==> src/rtl/pipeline_stage_reg.sv <==
// ============================================================================
//  Module   : pipeline_stage_reg
//  Purpose  : Valid/ready pipeline register with a one-entry skid buffer,
//             multi-source flush with optional bubble, and a flush counter.
//  Revision : 1.0 - initial release
// ============================================================================
`default_nettype none

module pipeline_stage_reg #(
    parameter int              WIDTH        = 32,
    parameter logic [WIDTH-1:0] BUBBLE      = '0,
    parameter bit              BUBBLE_VALID = 1'b0,
    parameter int              NFLUSH       = 2,
    parameter int              CW           = 16
) (
    input  logic              clk,
    input  logic              rst_n,
    input  logic              in_valid,
    input  logic [WIDTH-1:0]  in_data,
    output logic              in_ready,
    output logic              out_valid,
    output logic [WIDTH-1:0]  out_data,
    input  logic              out_ready,
    output logic              out_bubble,
    input  logic [NFLUSH-1:0] flush,
    output logic [CW-1:0]     flush_count
);

    typedef enum logic [1:0] {
        ST_EMPTY = 2'd0,
        ST_FULL  = 2'd1,
        ST_SKID  = 2'd2
    } state_t;

    localparam logic [CW-1:0] c_cnt_max = '1;

    state_t           state_q, state_d;
    logic [WIDTH-1:0] main_q, main_d;
    logic [WIDTH-1:0] skid_q, skid_d;
    logic             bubble_q, bubble_d;
    logic [CW-1:0]    fcnt_q, fcnt_d;

    logic w_flush_any;
    logic w_accept;
    logic w_fire;

    // Handshake outputs come only from registered state: no out_ready -> in_ready path.
    assign out_valid   = (state_q != ST_EMPTY);
    assign in_ready    = (state_q != ST_SKID);
    assign out_data    = main_q;
    assign out_bubble  = bubble_q;
    assign flush_count = fcnt_q;

    assign w_flush_any = |flush;
    assign w_accept    = in_valid & in_ready;
    assign w_fire      = out_valid & out_ready;

    always_ff @(posedge clk or negedge rst_n) begin
        if (!rst_n) begin
            state_q  <= ST_EMPTY;
            main_q   <= BUBBLE;
            skid_q   <= BUBBLE;
            bubble_q <= 1'b0;
            fcnt_q   <= '0;
        end else begin
            state_q  <= state_d;
            main_q   <= main_d;
            skid_q   <= skid_d;
            bubble_q <= bubble_d;
            fcnt_q   <= fcnt_d;
        end
    end

    always_comb begin
        state_d  = state_q;
        main_d   = main_q;
        skid_d   = skid_q;
        bubble_d = bubble_q;
        fcnt_d   = fcnt_q;

        if (w_flush_any && (fcnt_q != c_cnt_max)) begin
            fcnt_d = fcnt_q + CW'(1);
        end

        // Flush overrides everything: drop the accept, treat any fire as consumed.
        if (w_flush_any) begin
            main_d   = BUBBLE;
            skid_d   = BUBBLE;
            state_d  = BUBBLE_VALID ? ST_FULL : ST_EMPTY;
            bubble_d = BUBBLE_VALID;
        end else begin
            unique case (state_q)
                ST_EMPTY: begin
                    if (w_accept) begin
                        state_d  = ST_FULL;
                        main_d   = in_data;
                        bubble_d = 1'b0;
                    end
                end
                ST_FULL: begin
                    if (w_accept && w_fire) begin
                        main_d   = in_data;
                        bubble_d = 1'b0;
                    end else if (w_accept) begin
                        state_d = ST_SKID;
                        skid_d  = in_data;
                    end else if (w_fire) begin
                        state_d = ST_EMPTY;
                    end
                end
                ST_SKID: begin
                    if (w_fire) begin
                        state_d  = ST_FULL;
                        main_d   = skid_q;
                        bubble_d = 1'b0;
                    end
                end
                default: begin
                    state_d = ST_EMPTY;
                end
            endcase
        end
    end

endmodule

`default_nettype wire
==> config.mk <==
export PLATFORM = sky130hd
export DESIGN_NAME = pipeline_stage_reg
export DESIGN_NICKNAME = d
export VERILOG_FILES = /design/src/rtl/pipeline_stage_reg.sv
export SDC_FILE = /design/constraint.sdc
export NUM_CORES = 1
export LEC_CHECK = 0
export ABC_AREA = 1
export ABC_CLOCK_PERIOD_IN_PS = 2350
export BUFFER_PORTS_ARGS = -buffer_cell sky130_fd_sc_hd__buf_2
export CAP_MARGIN = 20
export CORE_MARGIN = 2
export CORE_UTILIZATION = 35
export CTS_CLUSTER_DIAMETER = 200
export CTS_CLUSTER_SIZE = 20
export DETAILED_ROUTE_END_ITERATION = 10
export GPL_TIMING_DRIVEN = 0
export PLACE_DENSITY_LB_ADDON = 0.12
export REMOVE_ABC_BUFFERS = 1
export SYNTH_ARGS = -nofsm -noshare
export SYNTH_HDL_FRONTEND = slang
export SYNTH_SLANG_ARGS = --single-unit
==> constraint.sdc <==
create_clock -name clk -period 2.35 [get_ports clk]
set_clock_uncertainty 0.2 [all_clocks]
set_input_delay 0.1175 -clock clk [delete_from_list [all_inputs] [get_ports clk]]
set_output_delay 0.1175 -clock clk [all_outputs]
set_load 0.005 [all_outputs]
After elaboration in Yosys (flattened, before gate mapping)
Cells that the tools add are included.
{"block": "word_totals", "ff_bits": 83, "inputBits": 38, "output_inout_bits": 51, "elab_cells": 49}
{"block": "op_classes", "add_sub_neg": 1, "eq_ne": 10, "n_mux": 20, "n_bitwise": 2, "reduce_logical": 11}
{"op": "$mux W32", "n": 7}
{"op": "$pmux W32 S3", "n": 1}
{"op": "$add A16 B1 Y16 const B", "n": 1}
{"op": "$ne A16 B16 Y1 const B", "n": 1}
{"op": "$mux W2", "n": 6}
{"op": "$ne A3 B3 Y1 const B", "n": 4}
{"op": "$reduce_and A4 Y1", "n": 2}
{"op": "$pmux W2 S3", "n": 1}
{"op": "$reduce_bool A2 Y1", "n": 3}
{"op": "$mux W1", "n": 4}
{"op": "$ne A2 B2 Y1 const B", "n": 2}
{"op": "$ne A4 B4 Y1 const B", "n": 1}
{"op": "$reduce_bool A4 Y1", "n": 1}
{"op": "$pmux W1 S3", "n": 1}
{"op": "$reduce_and A3 Y1", "n": 1}
{"op": "$and A1 B1 Y1", "n": 2}
{"op": "$eq A2 B1 Y1 const B", "n": 1}
{"op": "$eq A2 B2 Y1 const B", "n": 1}
{"op": "$logic_and A1 B1 Y1", "n": 2}
{"op": "$logic_not A2 Y1", "n": 1}
{"op": "$reduce_or A2 Y1", "n": 1}

Logic depth before layout (Yosys ltp)
Gate-level depths: netlist of the first run.
{"block": "depth", "word_depth": 7, "ltp_mapped": 10, "ltp_nobuf": 10}

Least setup slack after synthesis of the first run
No wires, ideal clock.
{"block": "synth_path", "path_kind": "register to register", "from": "register state_q[0]", "to": "register main_q[22] (netlist: out_data[22])", "setup_time_ns": 0.123, "arrival_time_ns": 1.423, "required_time_ns": 2.027, "slack_ns": 0.604, "stages_incl_launch_ff": 10, "n_path_buf": 1, "synth_period_minus_slack_ns": 1.746, "path_cell_list": "dfrtp_1 > inv_1 > ha_1 > nor2_2 > nand3_1 > nand2_2 > nand3_4 > buf_6 > nand2_2 > o21ai_2"}
{"block": "synth_between", "elab_chain_len": 5, "elab_cells_between_ends": 15, "cone_classes": "eq/ne: 6; mux: 2; bitwise: 2; reduce/logical: 5"}
{"item": "start, declared", "line": "37", "source": "state_t state_q, state_d;"}
{"item": "start signal, assigned", "line": "66", "source": "state_q <= state_d;"}
{"item": "$ne A2 B2 Y1 or $reduce_bool A2 Y1 (tied branches)", "line": "49, 48"}
{"item": "$and A1 B1 Y1, on equally long branches", "line": "55, 56"}
{"item": "$logic_and A1 B1 Y1", "line": "101", "source": "if (w_accept && w_fire) begin"}
{"item": "$ne A3 B3 Y1 (no source line)"}
{"item": "$reduce_and A4 Y1 (no source line)"}
{"item": "end signal, assigned", "line": "67", "source": "main_q <= main_d;"}
{"item": "end, declared", "line": "38", "source": "logic [WIDTH-1:0] main_q, main_d;"}
Parallel ways exist; a longest one is shown, timed or not.
A chain may end at the register's enable or synchronous reset.

Worst setup path in the final report of the first run
{"block": "layout_path", "from": "register state_q[0]", "to": "register main_q[16] (netlist: out_data[16])"}
Same word-level chain as after synthesis.

==> results.toml, run 1 <==
[sta]
slew_headroom = 0.467
layout_setup_ws_ns = 0.280
rsz0062_at_grt = "false"
finalCritPeriodShare = 0.881
period_needed_ns = 2.07
setup_viol = 0
slew_viol_final = 0
hold_viol_final = 0
tightest_slew_ns = 0.799
whs_ns = 0.0366
max_freq_mhz = 483

[placed_design]
dp.final_hpwl_mm = 6.32
dp_cells = 713
port-buffer-count = 87
place.gp.congestion = 0.789
placed_area_sq_mm = 0.00477
dpl_worst_slack_ns = -0.420

[floorplan]
die_h_um = 114
num_io_pins = 89
coreArea_sq_mm = 0.0120
initial_core_util = 0.356
die_w_um = 114
die-area_sq_mm = 0.0131
row_count = 40

[final_layout]
area_growth_pct = 32.0
n_antenna_cell = 0
fillers = 1174
final_area_sq_mm = 0.00562
layout-drive-gt1-share = 0.276
multi_input_area_sq_mm = 0.00190
seqCellArea_sq_mm = 0.00205
fin_nets = 664
layout.cells.non_filler = 771

[detailed_routing]
via_count = 3804
wire_per_inst_um = 14.4
drc = 0
initialDrtViolationCount = 164
first_pass_iters = 4
final_antenna_net_count = 0
wirelength_mm = 11.1
via_per_inst = 4.93

[power_and_ir_drop]
power_density_mw_per_mm2 = 714
cellLeakagePower_nw = 2.66
peakVddDrop_mv = 0.404

[synth]
ys_ff_latch = 82
synthDistinctLibCells = 29
netlist_area_sq_mm = 0.00426
netlist_instances = 505
syn_avg_cell_area_sq_um = 8.43
synth_edf_count = 0
synth-seq-area-share = 0.482
async_flop_share = 1.00
yosys_warnings = 0
synth_ff_type = "dfrtp_1"

[clock_network]
cts.sinks = 82
clkTransAtPathRegs_ns = 0.06
clockBufferDepth = 2
insertion_delay_ns = 0.34
root_buffer = "clkbuf_16"
numCtsBuffers = 9
cts_tree = "done"
htree_levels = 3

[global_route]
grtUsageTotal = 0.179
grt_overflow = 0
antenna_found_initial = 0
grt_max_degree = 65
grt_pass1_vias = 3562
grt_pass1_wl_mm = 18.2

[flow_run]
drv_cap = 0

[setup_path]
crit_required_ns = 2.37
endpoint_kind = "flop"
worstSetupPathType = "flop to flop"
critPathMaxFanout = 8
cp.arrival_ns = 2.09
startpoint_type = "flop"

[outcome]
status = "finished, final reports clean"

[hold_path]
worstHoldPathType = "input pin to async pin"
## cells in the mapped netlist, types with 5 or more instances
| cell type | n | area (sq um) |
|---|---|---|
| inv_1 | 48 | 180 |
| dfrtp_1 | 82 | 2050 |
| ha_1 | 6 | 75.1 |
| o21ai_0 | 74 | 370 |
| o21ai_2 | 32 | 280 |
| buf_6 | 8 | 90.1 |
| nor2_1 | 18 | 67.6 |
| nand2_1 | 102 | 383 |
| nand3_1 | 41 | 205 |
| clkbuf_1 | 8 | 30.0 |
| nor2_2 | 5 | 31.3 |
| buf_2 | 7 | 35.0 |
| nand2_2 | 13 | 81.3 |
| a21oi_1 | 32 | 160 |
## worst max-delay path, stage by stage, from the launching register on
cell      delay (ns)
dfrtp_1         0.41
inv_1           0.12
ha_1            0.22
inv_2           0.07
o21bai_1        0.15
nand3_2         0.28
nand3_4         0.20
buf_4           0.23
o21ai_2         0.06
## through the flow
stage,TNS (ns),power (mW),utilization
after detailed placement,-13.00,2.30,0.398
final,0,4.01,0.470
after floorplan,-12.47,2.01,-
after global placement,-116.13,2.27,0.392
after CTS,0,4.04,0.461
after global routing,0,4.22,0.470
## cell usage in the layout (no fill, tap or decap), types with 5 or more instances in the layout
cell type / n
dlygate4sd3_1: 35
o21ai_0: 74
nor2_1: 18
o21ai_2: 32
buf_2: 86
inv_1: 48
dfrtp_1: 82
ha_1: 5
nand2_1: 102
a21oi_1: 32
nand3_1: 40
clkbuf_16: 9
buf_12: 6
nand2_2: 12
## layer usage
metal,up-vias,routed length (um),share of wire,global-route usage
met5,-,0,0,0
met4,0,198,0.018,0.0699
met3,14,410,0.037,0.0296
met2,84,5250,0.47,0.279
met1,1814,5250,0.47,0.249
li1,1892,-,-,-
## sequential cells by signal, summed over array words and instances, names as in the netlist
| name | cells |
|---|---|
| out_data | 32 |
| skid_q | 32 |
| flush_count | 16 |
| state_q | 2 |
## power by group
part,internal [mW],switching [mW]
Clock,1.07,0.574
Sequential,1.54,0.117
Combinational,0.309,0.408
Total,2.91,1.10
## cell families (layout without fill, tap and decap cells)
logic type	after synthesis	in the layout	share of synthesized area
AND/OR/NAND/NOR	190	193	0.205
flip-flops	82	82	0.482
other	1	1	0.000881
AO/OA/AOI/OAI	140	140	0.193
XOR/XNOR	6	6	0.0123
buffers and inverters	80	196	0.0888
adder cells (fa/ha/maj)	6	6	0.0176
## final timing paths
path	startpoint	endpoint	slack, ns	cells past startpoint
min reg2reg	out_data[30]$_DFFE_PN0P_	out_data[30]$_DFFE_PN0P_	0.28	2
min	rst_n	flush_count[15]$_DFFE_PN0P_	0.04	2
max in group asynchronous	rst_n	skid_q[13]$_DFFE_PN0P_	1.30	3
max	state_q[0]$_DFFE_PN0P_	out_data[16]$_DFFE_PN0P_	0.28	8
min in group clk	flush[0]	flush_count[12]$_DFFE_PN0P_	0.04	5
max reg2reg	state_q[0]$_DFFE_PN0P_	out_data[16]$_DFFE_PN0P_	0.28	8
## final cells by class
| type | count | share of cell area |
|---|---|---|
| repair buffers | 130 | 0.168 |
| well taps | 147 | 0.0327 |
| multi-input cells | 346 | 0.339 |
| flip-flops and latches | 82 | 0.365 |
| inverters | 51 | 0.0341 |
| clock inverters | 4 | 0.0176 |
| clock buffers | 11 | 0.0432 |
## timing repair
action | CTS | global route
endpoints found under the setup margin | 64 | 32
hold buffers | 35 | 0
endpoints found under the hold margin | 147 | 0
cloned | 3 | 0
resized for setup | 4 | 2
pin swaps | 2 | 4
setup buffers | 0 | 5
Power figures use the tool's default switching activity.
==> run 2, diff against run 1 <==
==> constraint.sdc (replaced) <==
create_clock -name clk -period 2.35 [get_ports clk]
set_clock_uncertainty 0.2 [all_clocks]
set_input_delay 0.3525 -clock clk [delete_from_list [all_inputs] [get_ports clk]]
set_output_delay 0.3525 -clock clk [all_outputs]
set_load 0.005 [all_outputs]
==> results.toml, run 2 (same netlist as run 1, synthesis figures left out) <==
[setup_path]
cp.arrival_ns = 2.25
crit_required_ns = 2.37
timing.rr.start = "state_q[0]$_DFFE_PN0P_"
cpPeakStageDelay_ns = 0.34
cp-endpoint = "out_data[16]$_DFFE_PN0P_"
crit_buf_inv = 4
crit_start = "flush[1]"
r2r_slack_ns = 0.30
rr_worst_depth = 9
startpoint_type = "input pin"
worst_path_most_repeated_cell = "nor2_4"
worstSetupPathType = "input pin to flop"
worstPathCellList = "buf_2 -> nor2_4 -> buf_12 -> inv_2 -> nor2_4 -> nand2_2 -> nand3_4 -> buf_4 -> o21ai_2"
endpoint_kind = "flop"
critPathMaxFanout = 35
crit_slowest_cell = "inv_2"
r2r_end = "out_data[23]$_DFFE_PN0P_"
cp_top_family = "simple AND/OR/NAND/NOR gates"
cp.depth = 9

[global_route]
grtUsageTotal = 0.176
grt_max_degree = 65
grt_pass1_vias = 3458
antenna_found_initial = 0
grt_overflow = 0
grt_pass1_wl_mm = 17.9

[sta]
setup_viol = 0
slew_viol_final = 0
finalCritPeriodShare = 0.947
whs_ns = 0.0577
tightest_slew_ns = 0.792
layout_setup_ws_ns = 0.126
tns_ns = 0
rsz0062_at_grt = "true"
period_needed_ns = 2.22
max_freq_mhz = 450
slew_headroom = 0.471
hold_viol_final = 0

[placed_design]
place.gp.congestion = 0.789
port-buffer-count = 87
dp.final_hpwl_mm = 6.32
dp_cells = 713
placed_area_sq_mm = 0.00477
dpl_worst_slack_ns = -0.655

[final_layout]
n_antenna_cell = 0
area_growth_pct = 24.2
fin_nets = 633
final_cell_mix = "102 x nand2_1, 86 x buf_2, 82 x dfrtp_1"
fin_util = 0.442
layout-drive-gt1-share = 0.295
layout_commonest_cell = "nand2_1"
final_area_sq_mm = 0.00529
layout.cells.non_filler = 740

[hold_path]
worstHoldPathType = "input pin to flop"
worstHoldStart = "in_data[0]"

[floorplan]
die_w_um = 114
initial_core_util = 0.356
die_h_um = 114
row_count = 40
num_io_pins = 89
coreArea_sq_mm = 0.0120
die-area_sq_mm = 0.0131

[detailed_routing]
initialDrtViolationCount = 184
first_pass_iters = 4
final_antenna_net_count = 0
via_count = 3695
wire_per_inst_um = 14.9
wirelength_mm = 11.0
drc = 0
via_per_inst = 4.99

[power_and_ir_drop]
cellLeakagePower_nw = 2.52
peakVddDrop_mv = 0.408
power_mw = 3.98
power_density_mw_per_mm2 = 753

[flow_run]
drv_cap = 0

[clock_network]
root_buffer = "clkbuf_16"
cts_tree = "done"
insertion_delay_ns = 0.34
htree_levels = 3
clockBufferDepth = 2
numCtsBuffers = 9
clkTransAtPathRegs_ns = 0.06
cts.sinks = 82

[outcome]
status = "finished, final reports clean"
## run 2: cell count changes in the layout (fill, tap and decap cells not counted), sizes merged
cell / change
dlygate4sd3: -34
buf: +3
## run 2: power by group
part	switching (mW)	leakage, nW	internal, mW
Combinational	0.403	1.26	0.274
Sequential	0.118	1.10	1.54
Clock	0.579	0.166	1.07
Total	1.10	2.52	2.88
## run 2: repair_timing
action                                  in CTS  in global routing
pin swaps                                    2                  3
endpoints found under the setup margin      64                 32
gates resized for setup                      4                  2
cloned                                       3                  0
endpoints found under the hold margin       22                  0
buffers inserted                             3                  5
hold buffers                                 1                  0
## run 2: how the worst min path moves through the flow
| stage | to | cells after the start |
|---|---|---|
| after floorplan | flush_count[0]$_DFFE_PN0P_ | 0 |
| after global placement | out_data[4]$_DFFE_PN0P_ | 2 |
| after detailed placement | flush_count[15]$_DFFE_PN0P_ | 1 |
| after CTS | skid_q[20]$_DFFE_PN0P_ | 3 |
| after global routing | skid_q[14]$_DFFE_PN0P_ | 3 |
| final | skid_q[0]$_DFFE_PN0P_ | 3 |
## run 2: worst register-to-register path, stage by stage (launching register included)
cell,delay [ns]
dfrtp_1,0.39
inv_1,0.10
ha_1,0.27
nor2_2,0.17
nand3_1,0.12
nand2_2,0.25
nand3_4,0.13
buf_4,0.19
nand2_2,0.07
o21ai_2,0.05
## run 2: layout make-up
| type | count | area (sq um) |
|---|---|---|
| tap | 147 | 184 |
| inverter | 51 | 191 |
| fill | 1200 | 6680 |
| clock inverter | 4 | 98.8 |
| clock buffer | 11 | 243 |
| timing repair buffer | 99 | 613 |
| multi-input combinational | 346 | 1900 |
| sequential | 82 | 2050 |
## run 2: metal layers
metal / part of all wire / track usage / vias up
met2: 0.47 / 0.273 / 82
met4: 0.021 / 0.0756 / 0
met5: 0 / 0 / -
met1: 0.47 / 0.242 / 1767
li1: - / - / 1830
met3: 0.040 / 0.0349 / 16
